==> config.mk <==
export PLATFORM = sky130hd
export DESIGN_NAME = bcd_digit_scanner_flat
export DESIGN_NICKNAME = d
export VERILOG_FILES = /design/src/rtl/bcd_digit_scanner_if.sv /design/src/rtl/bcd_digit_scanner.sv /design/src/flat_wrapper.sv
export SDC_FILE = /design/constraint.sdc
export NUM_CORES = 1
export LEC_CHECK = 0
export CAP_MARGIN = 10
export CORE_MARGIN = 3
export CORE_UTILIZATION = 53
export CTS_BUF_LIST = sky130_fd_sc_hd__clkbuf_8
export CTS_CLUSTER_SIZE = 20
export DETAILED_ROUTE_END_ITERATION = 12
export GPL_ROUTABILITY_DRIVEN = 0
export PLACE_DENSITY = 0.72
export SYNTH_ARGS = -nofsm -noshare
export SYNTH_HDL_FRONTEND = slang
export SYNTH_SLANG_ARGS = --single-unit
==> constraint.sdc <==
create_clock -name clk -period 3.7 [get_ports clk]
set_clock_uncertainty 0.15 [all_clocks]
set_input_delay 0.74 -clock clk [delete_from_list [all_inputs] [get_ports clk]]
set_output_delay 0.74 -clock clk [all_outputs]
set_load 0.01 [all_outputs]
==> src/rtl/bcd_digit_scanner_if.sv <==
`default_nettype none
// ============================================================================
//  Module   : bcd_digit_scanner_if
//  Purpose  : Groups the control inputs and the scanned display outputs of
//             bcd_digit_scanner into one bundle.
//  Signals  : step, up, clr                -- count control (master -> slave)
//             w, x, y, z                    -- selected BCD digit, w = MSB
//             digit_sel[3:0]                -- one-hot digit enable, bit0 = units
//             blank                         -- selected digit is a leading zero
//             wrap                          -- one-cycle count wrap pulse
//  Revision : 1.0  initial release
// ============================================================================
interface bcd_digit_scanner_if;
    logic       step;
    logic       up;
    logic       clr;
    logic       w;
    logic       x;
    logic       y;
    logic       z;
    logic [3:0] digit_sel;
    logic       blank;
    logic       wrap;

    modport master (
        output step, up, clr,
        input  w, x, y, z, digit_sel, blank, wrap
    );

    modport slave (
        input  step, up, clr,
        output w, x, y, z, digit_sel, blank, wrap
    );
endinterface
`default_nettype wire

==> src/rtl/bcd_digit_scanner.sv <==
`default_nettype none
// ============================================================================
//  Module   : bcd_digit_scanner
//  Purpose  : Four-digit BCD up/down counter with a time-multiplexed digit
//             scanner feeding a single seven-segment decoder.
//  Params   : SCAN_DIV -- cycles each digit slot is held (1..65535)
//             LZB      -- 1 enables leading-zero blanking
//  Ports    : clk  -- clock, rising edge
//             rst  -- asynchronous active-high reset
//             bus  -- bcd_digit_scanner_if.slave (step/up/clr in;
//                     w,x,y,z/digit_sel/blank/wrap out, all registered)
//  Revision : 1.0  initial release
// ============================================================================
module bcd_digit_scanner #(
    parameter int SCAN_DIV = 4,
    parameter int LZB      = 1
) (
    input  logic                  clk,
    input  logic                  rst,
    bcd_digit_scanner_if.slave    bus
);

    localparam logic [15:0] c_PRE_LAST = 16'(SCAN_DIV - 1);

    localparam logic [1:0] c_S0 = 2'd0;
    localparam logic [1:0] c_S1 = 2'd1;
    localparam logic [1:0] c_S2 = 2'd2;
    localparam logic [1:0] c_S3 = 2'd3;

    // Count state, r_d[0] = units
    logic [3:0]  r_d [4];

    // Scanner state and registered outputs
    logic [15:0] r_pre;
    logic [1:0]  r_slot;
    logic [3:0]  r_sel;
    logic [3:0]  r_dig;
    logic        r_blank;
    logic        r_wrap;

    logic [3:0]  w_is9;
    logic [3:0]  w_is0;
    logic [4:0]  w_inc_en;
    logic [4:0]  w_dec_en;
    logic [3:0]  w_zero_from;
    logic [3:0]  w_d_inc [4];
    logic [3:0]  w_d_dec [4];
    logic        w_adv;
    logic [1:0]  w_slot_next;
    logic        w_blank_next;

    // ------------------------------------------------------------------
    // Decimal increment/decrement. A digit changes when every lower digit
    // is at its rollover value (9 going up, 0 going down); bit 4 of the
    // enable vectors is the carry/borrow out of the thousands digit.
    // ------------------------------------------------------------------
    generate
        for (genvar i = 0; i < 4; i++) begin : g_digit
            assign w_is9[i]   = (r_d[i] == 4'd9);
            assign w_is0[i]   = (r_d[i] == 4'd0);
            assign w_d_inc[i] = !w_inc_en[i] ? r_d[i] :
                                (w_is9[i] ? 4'd0 : r_d[i] + 4'd1);
            assign w_d_dec[i] = !w_dec_en[i] ? r_d[i] :
                                (w_is0[i] ? 4'd9 : r_d[i] - 4'd1);
        end
    endgenerate

    assign w_inc_en = {&w_is9[3:0], &w_is9[2:0], &w_is9[1:0], w_is9[0], 1'b1};
    assign w_dec_en = {&w_is0[3:0], &w_is0[2:0], &w_is0[1:0], w_is0[0], 1'b1};

    // w_zero_from[i]: digits d3..di are all zero
    assign w_zero_from = {w_is0[3], &w_is0[3:2], &w_is0[3:1], &w_is0[3:0]};

    always_ff @(posedge clk or posedge rst) begin
        if (rst) begin
            for (int i = 0; i < 4; i++) begin
                r_d[i] <= 4'd0;
            end
            r_wrap <= 1'b0;
        end else if (bus.clr) begin
            for (int i = 0; i < 4; i++) begin
                r_d[i] <= 4'd0;
            end
            r_wrap <= 1'b0;
        end else if (bus.step) begin
            for (int i = 0; i < 4; i++) begin
                r_d[i] <= bus.up ? w_d_inc[i] : w_d_dec[i];
            end
            r_wrap <= bus.up ? w_inc_en[4] : w_dec_en[4];
        end else begin
            r_wrap <= 1'b0;
        end
    end

    // ------------------------------------------------------------------
    // Prescaler and slot rotation
    // ------------------------------------------------------------------
    assign w_adv = (r_pre == c_PRE_LAST);

    always_comb begin
        w_slot_next = r_slot;
        case (r_slot)
            c_S0:    w_slot_next = w_adv ? c_S1 : c_S0;
            c_S1:    w_slot_next = w_adv ? c_S2 : c_S1;
            c_S2:    w_slot_next = w_adv ? c_S3 : c_S2;
            c_S3:    w_slot_next = w_adv ? c_S0 : c_S3;
            default: w_slot_next = c_S0;
        endcase
    end

    // Units digit is never blanked so that 0000 still shows one zero.
    assign w_blank_next = (LZB != 0) && (w_slot_next != c_S0) &&
                          w_zero_from[w_slot_next];

    // Digit data, select and blank are all loaded from the upcoming slot in
    // the same edge, so they can never be misaligned at the decoder.
    always_ff @(posedge clk or posedge rst) begin
        if (rst) begin
            r_pre   <= 16'd0;
            r_slot  <= c_S0;
            r_sel   <= 4'b0001;
            r_dig   <= 4'd0;
            r_blank <= 1'b0;
        end else begin
            r_pre   <= w_adv ? 16'd0 : r_pre + 16'd1;
            r_slot  <= w_slot_next;
            r_sel   <= 4'b0001 << w_slot_next;
            r_dig   <= r_d[w_slot_next];
            r_blank <= w_blank_next;
        end
    end

    assign bus.w         = r_dig[3];
    assign bus.x         = r_dig[2];
    assign bus.y         = r_dig[1];
    assign bus.z         = r_dig[0];
    assign bus.digit_sel = r_sel;
    assign bus.blank     = r_blank;
    assign bus.wrap      = r_wrap;

endmodule
`default_nettype wire

==> src/flat_wrapper.sv <==
// flat-port wrapper written by rule: the top's interface ports become plain ports
module bcd_digit_scanner_flat 
#(
    parameter int SCAN_DIV = 4,
    parameter int LZB      = 1
)
  (clk, rst, bus_step, bus_up, bus_clr, bus_w, bus_x, bus_y, bus_z, bus_digit_sel, bus_blank, bus_wrap);
  bcd_digit_scanner_if bus_i ();
  input  logic clk;
  input  logic rst;
  input wire logic [$bits(bus_i.step)-1:0] bus_step;
  input wire logic [$bits(bus_i.up)-1:0] bus_up;
  input wire logic [$bits(bus_i.clr)-1:0] bus_clr;
  output wire logic [$bits(bus_i.w)-1:0] bus_w;
  output wire logic [$bits(bus_i.x)-1:0] bus_x;
  output wire logic [$bits(bus_i.y)-1:0] bus_y;
  output wire logic [$bits(bus_i.z)-1:0] bus_z;
  output wire logic [$bits(bus_i.digit_sel)-1:0] bus_digit_sel;
  output wire logic [$bits(bus_i.blank)-1:0] bus_blank;
  output wire logic [$bits(bus_i.wrap)-1:0] bus_wrap;
  assign bus_i.step = bus_step;
  assign bus_i.up = bus_up;
  assign bus_i.clr = bus_clr;
  assign bus_w = bus_i.w;
  assign bus_x = bus_i.x;
  assign bus_y = bus_i.y;
  assign bus_z = bus_i.z;
  assign bus_digit_sel = bus_i.digit_sel;
  assign bus_blank = bus_i.blank;
  assign bus_wrap = bus_i.wrap;
  bcd_digit_scanner #(.SCAN_DIV(SCAN_DIV), .LZB(LZB)) u_core (.clk(clk), .rst(rst), .bus(bus_i));
endmodule
# ---- After elaboration in Yosys (flattened, before gate mapping)
# Index checks and enable logic that the tools add are counted.
dict set report op_classes {
  addsub 9
  magnitude_cmp 2
  eq_ne 11
  n_shift 1
  n_mux 34
  n_bitwise 1
  n_reduce_logical 22
}
# cell count
set op_table {}
lappend op_table {{$mux W4} 20}
lappend op_table {{$mux W16} 3}
lappend op_table {{$reduce_and A3 Y1} 6}
lappend op_table {{$add A16 B1 Y16 const B} 1}
lappend op_table {{$add A4 B1 Y4 const B} 4}
lappend op_table {{$eq A16 B2 Y1 const B} 1}
lappend op_table {{$eq A4 B4 Y1 const B} 4}
lappend op_table {{$logic_not A4 Y1} 4}
lappend op_table {{$sub A4 B1 Y4 const B} 4}
lappend op_table {{$ne A3 B1 Y1 const B} 3}
lappend op_table {{$reduce_bool A3 Y1} 3}
lappend op_table {{$bmux W4 S2} 1}
lappend op_table {{$pmux W2 S4} 1}
lappend op_table {{$reduce_and A4 Y1} 2}
lappend op_table {{$mux W1} 6}
lappend op_table {{$reduce_and A2 Y1} 3}
lappend op_table {{$eq A2 B2 Y1 const B} 2}
lappend op_table {{$mux W2} 2}
lappend op_table {{$reduce_bool A2 Y1} 2}
lappend op_table {{$shl A1 B2 Y4 const A} 1}
lappend op_table {{$ge A3 B3 Y1 const B} 1}
lappend op_table {{$lt A2 B3 Y1 const B} 1}
lappend op_table {{$not A2 Y3} 1}
lappend op_table {{$bmux W1 S2} 1}
lappend op_table {{3 further kinds} 3}
dict set report totals {
  regBits 44
  out_inout_bits 10
}

# ---- Logic depth before layout (Yosys ltp)
dict set report depth {
  depth_word 7
  mapped_depth 7
}

# ---- Worst setup path before layout
# Ideal clock, no wire load.
dict set report synth_path {
  kind {input port to flip-flop}
  from {input bus_up}
  to {register u_core.r_d[5] (netlist name)}
  setup_time_ns 0.120
  arrival_time_ns 2.032
  setup_slack_ns 1.398
  stages 5
  cell_sequence {buf_6 -> or3_4 -> a211o_1 -> o31a_1 -> o211a_1}
}
dict set report synth_between {
  elab_chain_len 3
}
# element line_no
set synth_rtl {}
lappend synth_rtl {{start, declared} flat_wrapper.sv:12} ;# input wire logic [$bits(bus_i.up)-1:0] bus_up;
lappend synth_rtl {{$mux W4} bcd_digit_scanner.sv:87} ;# r_d[i] <= bus.up ? w_d_inc[i] : w_d_dec[i];
lappend synth_rtl {{$mux W16} bcd_digit_scanner.sv:85} ;# end else if (bus.step) begin
lappend synth_rtl {{$mux W16} bcd_digit_scanner.sv:80} ;# end else if (bus.clr) begin
lappend synth_rtl {{end signal, assigned by index} bcd_digit_scanner.sv:87}
lappend synth_rtl {{end, declared} bcd_digit_scanner.sv:31} ;# logic [3:0] r_d [4];
# Parallel ways exist; a longest one is shown, timed or not. The select of a mux whose other input is x is not followed.
# A chain may end at the register's enable or synchronous reset.

# ---- Final worst setup path
# Same ends and word-level chain as after synthesis.

==> flow_metrics.env <==
export IMPL_num_rows=25
export IMPL_diodes=0
export IMPL_required_ns=3.74
export IMPL_netlist_top_cell_by_area="dfrtp_1"
export IMPL_cts_setup_buffers=0
export IMPL_cts_sinks=44
export IMPL_grt_start_max_net_pins=27
export IMPL_yosysMostFrequentCell="dfrtp_1"
export IMPL_synthSimpleGateAreaFrac_pct=25.4
export IMPL_synth_adder_area_share_pct=0.470
export IMPL_synthTopCellsByCount="dfrtp_1 (43), nand2_1 (20), a21oi_1 (18), xnor2_1 (18), clkbuf_1 (17)"
export IMPL_min_from="u_core.r_pre[15]"
export IMPL_synth_area_leaders="dfrtp_1 (40%), xnor2_1 (5.9%), a21oi_1 (3.4%)"
export IMPL_cts_made_buffers=5
export IMPL_antenna_found_initial=0
export IMPL_start_util_pct=55.6
export IMPL_synth_top_family_by_area="simple AND/OR/NAND/NOR gates"
export IMPL_avgSynthCellArea_um2=9.09
export IMPL_netlist_instances=293
export IMPL_gr_total_overflow=0
export IMPL_placed_cells=353
export IMPL_period_needed_ns=2.71
export IMPL_muxShareOfSynthArea_pct=2.26
export IMPL_ys_types=58
export IMPL_crit_arrival_ns=2.76
export IMPL_drive_gt1_share_pct=7.82
export IMPL_ctsHtreeMaxLevel=2
export IMPL_synth_top_area_share_pct=40.4
export IMPL_synth_xor_area_share_pct=6.91
export IMPL_vias=2226
export IMPL_ys_ff_latch=44
export IMPL_min_to="u_core.r_pre[15]"
export IMPL_final_util_pct=60.4
export IMPL_final_setup_tns_ns=0
export IMPL_fin_crit_sh_pct=73.3
export IMPL_hold_class="register to register"
export IMPL_synth_compound_area_share_pct=17.6
export IMPL_crit_path_end_kind="register"
export IMPL_first_iter_violations=256
export IMPL_ir_drop_mv=0.237
export IMPL_async_flop_share_pct=100
export IMPL_synth_seq_area_share_pct=41.4
export IMPL_cpPeakStageDelay_ns=0.77
export IMPL_post_drt_wl_per_cell_um=15.5
export IMPL_io_buffers=14
export IMPL_setup_viol=0
export IMPL_io_pins=15
export IMPL_report_power_total_uw=983
export IMPL_crit_family="buffers and inverters"
export IMPL_synth_edf_count=0
export IMPL_cts_hold_buf=0
export IMPL_relSlewSlack_pct=37.0
export IMPL_timing_rr_start="u_core.r_pre[0]"
export IMPL_worstSetupStartpointType="input pin"
export IMPL_p_per_area_mw_per_mm2=340
export IMPL_whs_path_depth=1
export IMPL_fillCellCount=423
export IMPL_worstPathCellList="clkdlybuf4s50_1 -> buf_4 -> nand3_1 -> a211o_1 -> o31a_1 -> o211a_1"
export IMPL_worstPathMaxFanout=14
export IMPL_grt_first_pass_wirelength_um=9900
export IMPL_reg2reg_slack_ns=1.15
export IMPL_syn_area_mm2=0.00266
export IMPL_power_leakage_nw=1.21
export IMPL_final_nets=299
export IMPL_r2r_end="u_core.r_dig[1]"
export IMPL_root_buffer="clkbuf_8"
export IMPL_clk_latency_ns=0.31
export IMPL_max_freq_mhz=368
export IMPL_first_pass_iters=6
export IMPL_cp_buffers_inverters=2
export IMPL_die_w_um=76.9
export IMPL_instances_no_fill=361
export IMPL_cts_tree="done"
export IMPL_area_growth_pct=8.60
export IMPL_dieArea_mm2=0.00591
export IMPL_postCtsResizedCells=0
export IMPL_finalMaxSlewViolations=0
export IMPL_synthFlopType="dfrtp_1"
export IMPL_path_clk_slew_ns=0.08
export IMPL_hpwl_um=3940
export IMPL_core_mm2=0.00479
export IMPL_postRouteWirelength_um=5590
export IMPL_drc_errors=0
export IMPL_r2r_cells=5
export IMPL_crit_type="input pin to register"
export IMPL_worst_slew_pin_slew_ns=0.940
export IMPL_grt_pass1_vias=2039
export IMPL_yosysWarnings=0
export IMPL_maxCapViolCount=0
export IMPL_outcome="finished, final reports clean"
export IMPL_vias_per_cell=6.17
export IMPL_cts_path_max_buffers=2
export IMPL_fp_dieH_um=76.9
export IMPL_critPathLaunch="bus_up"
export IMPL_rsz0062_at_grt="no"
export IMPL_slowest_stage="clkdlybuf4s50_1"
export IMPL_syn_num_nets=299
export IMPL_grt_total_usage_pct=20.6
export IMPL_ant_nets=0
export IMPL_finalHoldViolCount=0
==> worst reg2reg max path, stage by stage (launching register included) <==
cell and delay [ns]:
dfrtp_1 0.42, ha_1 0.26, nor4b_1 0.25, nand4_1 0.45, xnor2_1 0.66, a222oi_1 0.20
==> kinds of logic (layout without fill, tap and decap cells) <==
group           Yosys count  in the layout
fa+ha+maj                 1              1
buf+inv                  39             40
flops                    44             44
simple gates            116            116
compound gates           66             66
xor+xnor                 21             21
mux                       6              6
==> cells in the final DEF, fill, tap and decap left out, types with 3 or more instances in the layout <==
cell / n
a31oi_1: 4
nand2b_1: 4
nor2b_1: 7
inv_1: 15
mux2i_1: 6
nor2_1: 12
and2_1: 6
xnor2_1: 18
a21oi_1: 18
or2_2: 6
nand2_1: 20
clkbuf_8: 5
and3_1: 5
a311oi_1: 3
nand4_1: 6
and4_1: 5
nor3_1: 12
xor2_1: 3
nand3_1: 12
o21ai_0: 7
clkdlybuf4s50_1: 14
a222oi_1: 4
dfrtp_1: 43
buf_4: 3
nor4_1: 8
o22ai_1: 6
==> worst max path at each step <==
stage / slack (ns) / depth (start not counted) / end
6_report: 0.99 / 6 / u_core.r_d[5]
5_1_grt: 0.87 / 6 / u_core.r_d[6]
4_1_cts: 1.01 / 6 / u_core.r_d[5]
3_5_place_dp: 0.70 / 6 / u_core.r_d[5]
3_3_place_gp: 0.74 / 5 / u_core.r_d[5]
2_1_floorplan: 1.40 / 5 / u_core.r_d[5]
==> through the flow <==
stage	hold WS [ns]	setup slack [ns]	instance area (um2)
after detailed placement	0.313	0.698	2810
after floorplan	0.296	1.40	2660
after CTS	0.328	1.01	2890
after global placement	0.312	0.739	2810
final	0.328	0.986	2890
after global routing	0.346	0.869	2890
==> report_power, final <==
part	leakage [nW]	switching [mW]	internal, mW	total [mW]
clock	0.0453	0.167	0.129	0.296
sequential	0.601	0.0370	0.494	0.531
combinational	0.568	0.0858	0.0700	0.156
==> layout make-up <==
| type | count | area, um2 | share of cell area, % |
|---|---|---|---|
| inverters | 15 | 56.3 | 1.95 |
| flip-flops and latches | 44 | 1100 | 38.1 |
| clock buffers | 5 | 68.8 | 2.38 |
| multi-input cells | 210 | 1400 | 48.5 |
| repair buffers | 17 | 163 | 5.63 |
| well taps | 67 | 83.8 | 2.90 |
| clock inverters | 3 | 16.3 | 0.563 |
==> layer usage <==
layer | wire (um) | vias to the layer above | GRT usage [%]
li1 | - | 1073 | -
met1 | 2630 | 1073 | 30.4
met2 | 2530 | 74 | 30.7
met3 | 370 | 6 | 4.23
met4 | 69 | 0 | 5.80
met5 | 0 | - | 0
==> sequential cells by signal (all words and copies together), names as in the netlist <==
name / count
u_core.r_pre: 16
u_core.bus.wrap: 1
u_core.r_d: 16
u_core.r_slot: 2
u_core.bus.blank: 1
u_core.r_dig: 4
u_core.bus.digit_sel: 4
No activity file was read; power rests on OpenSTA's default activity.
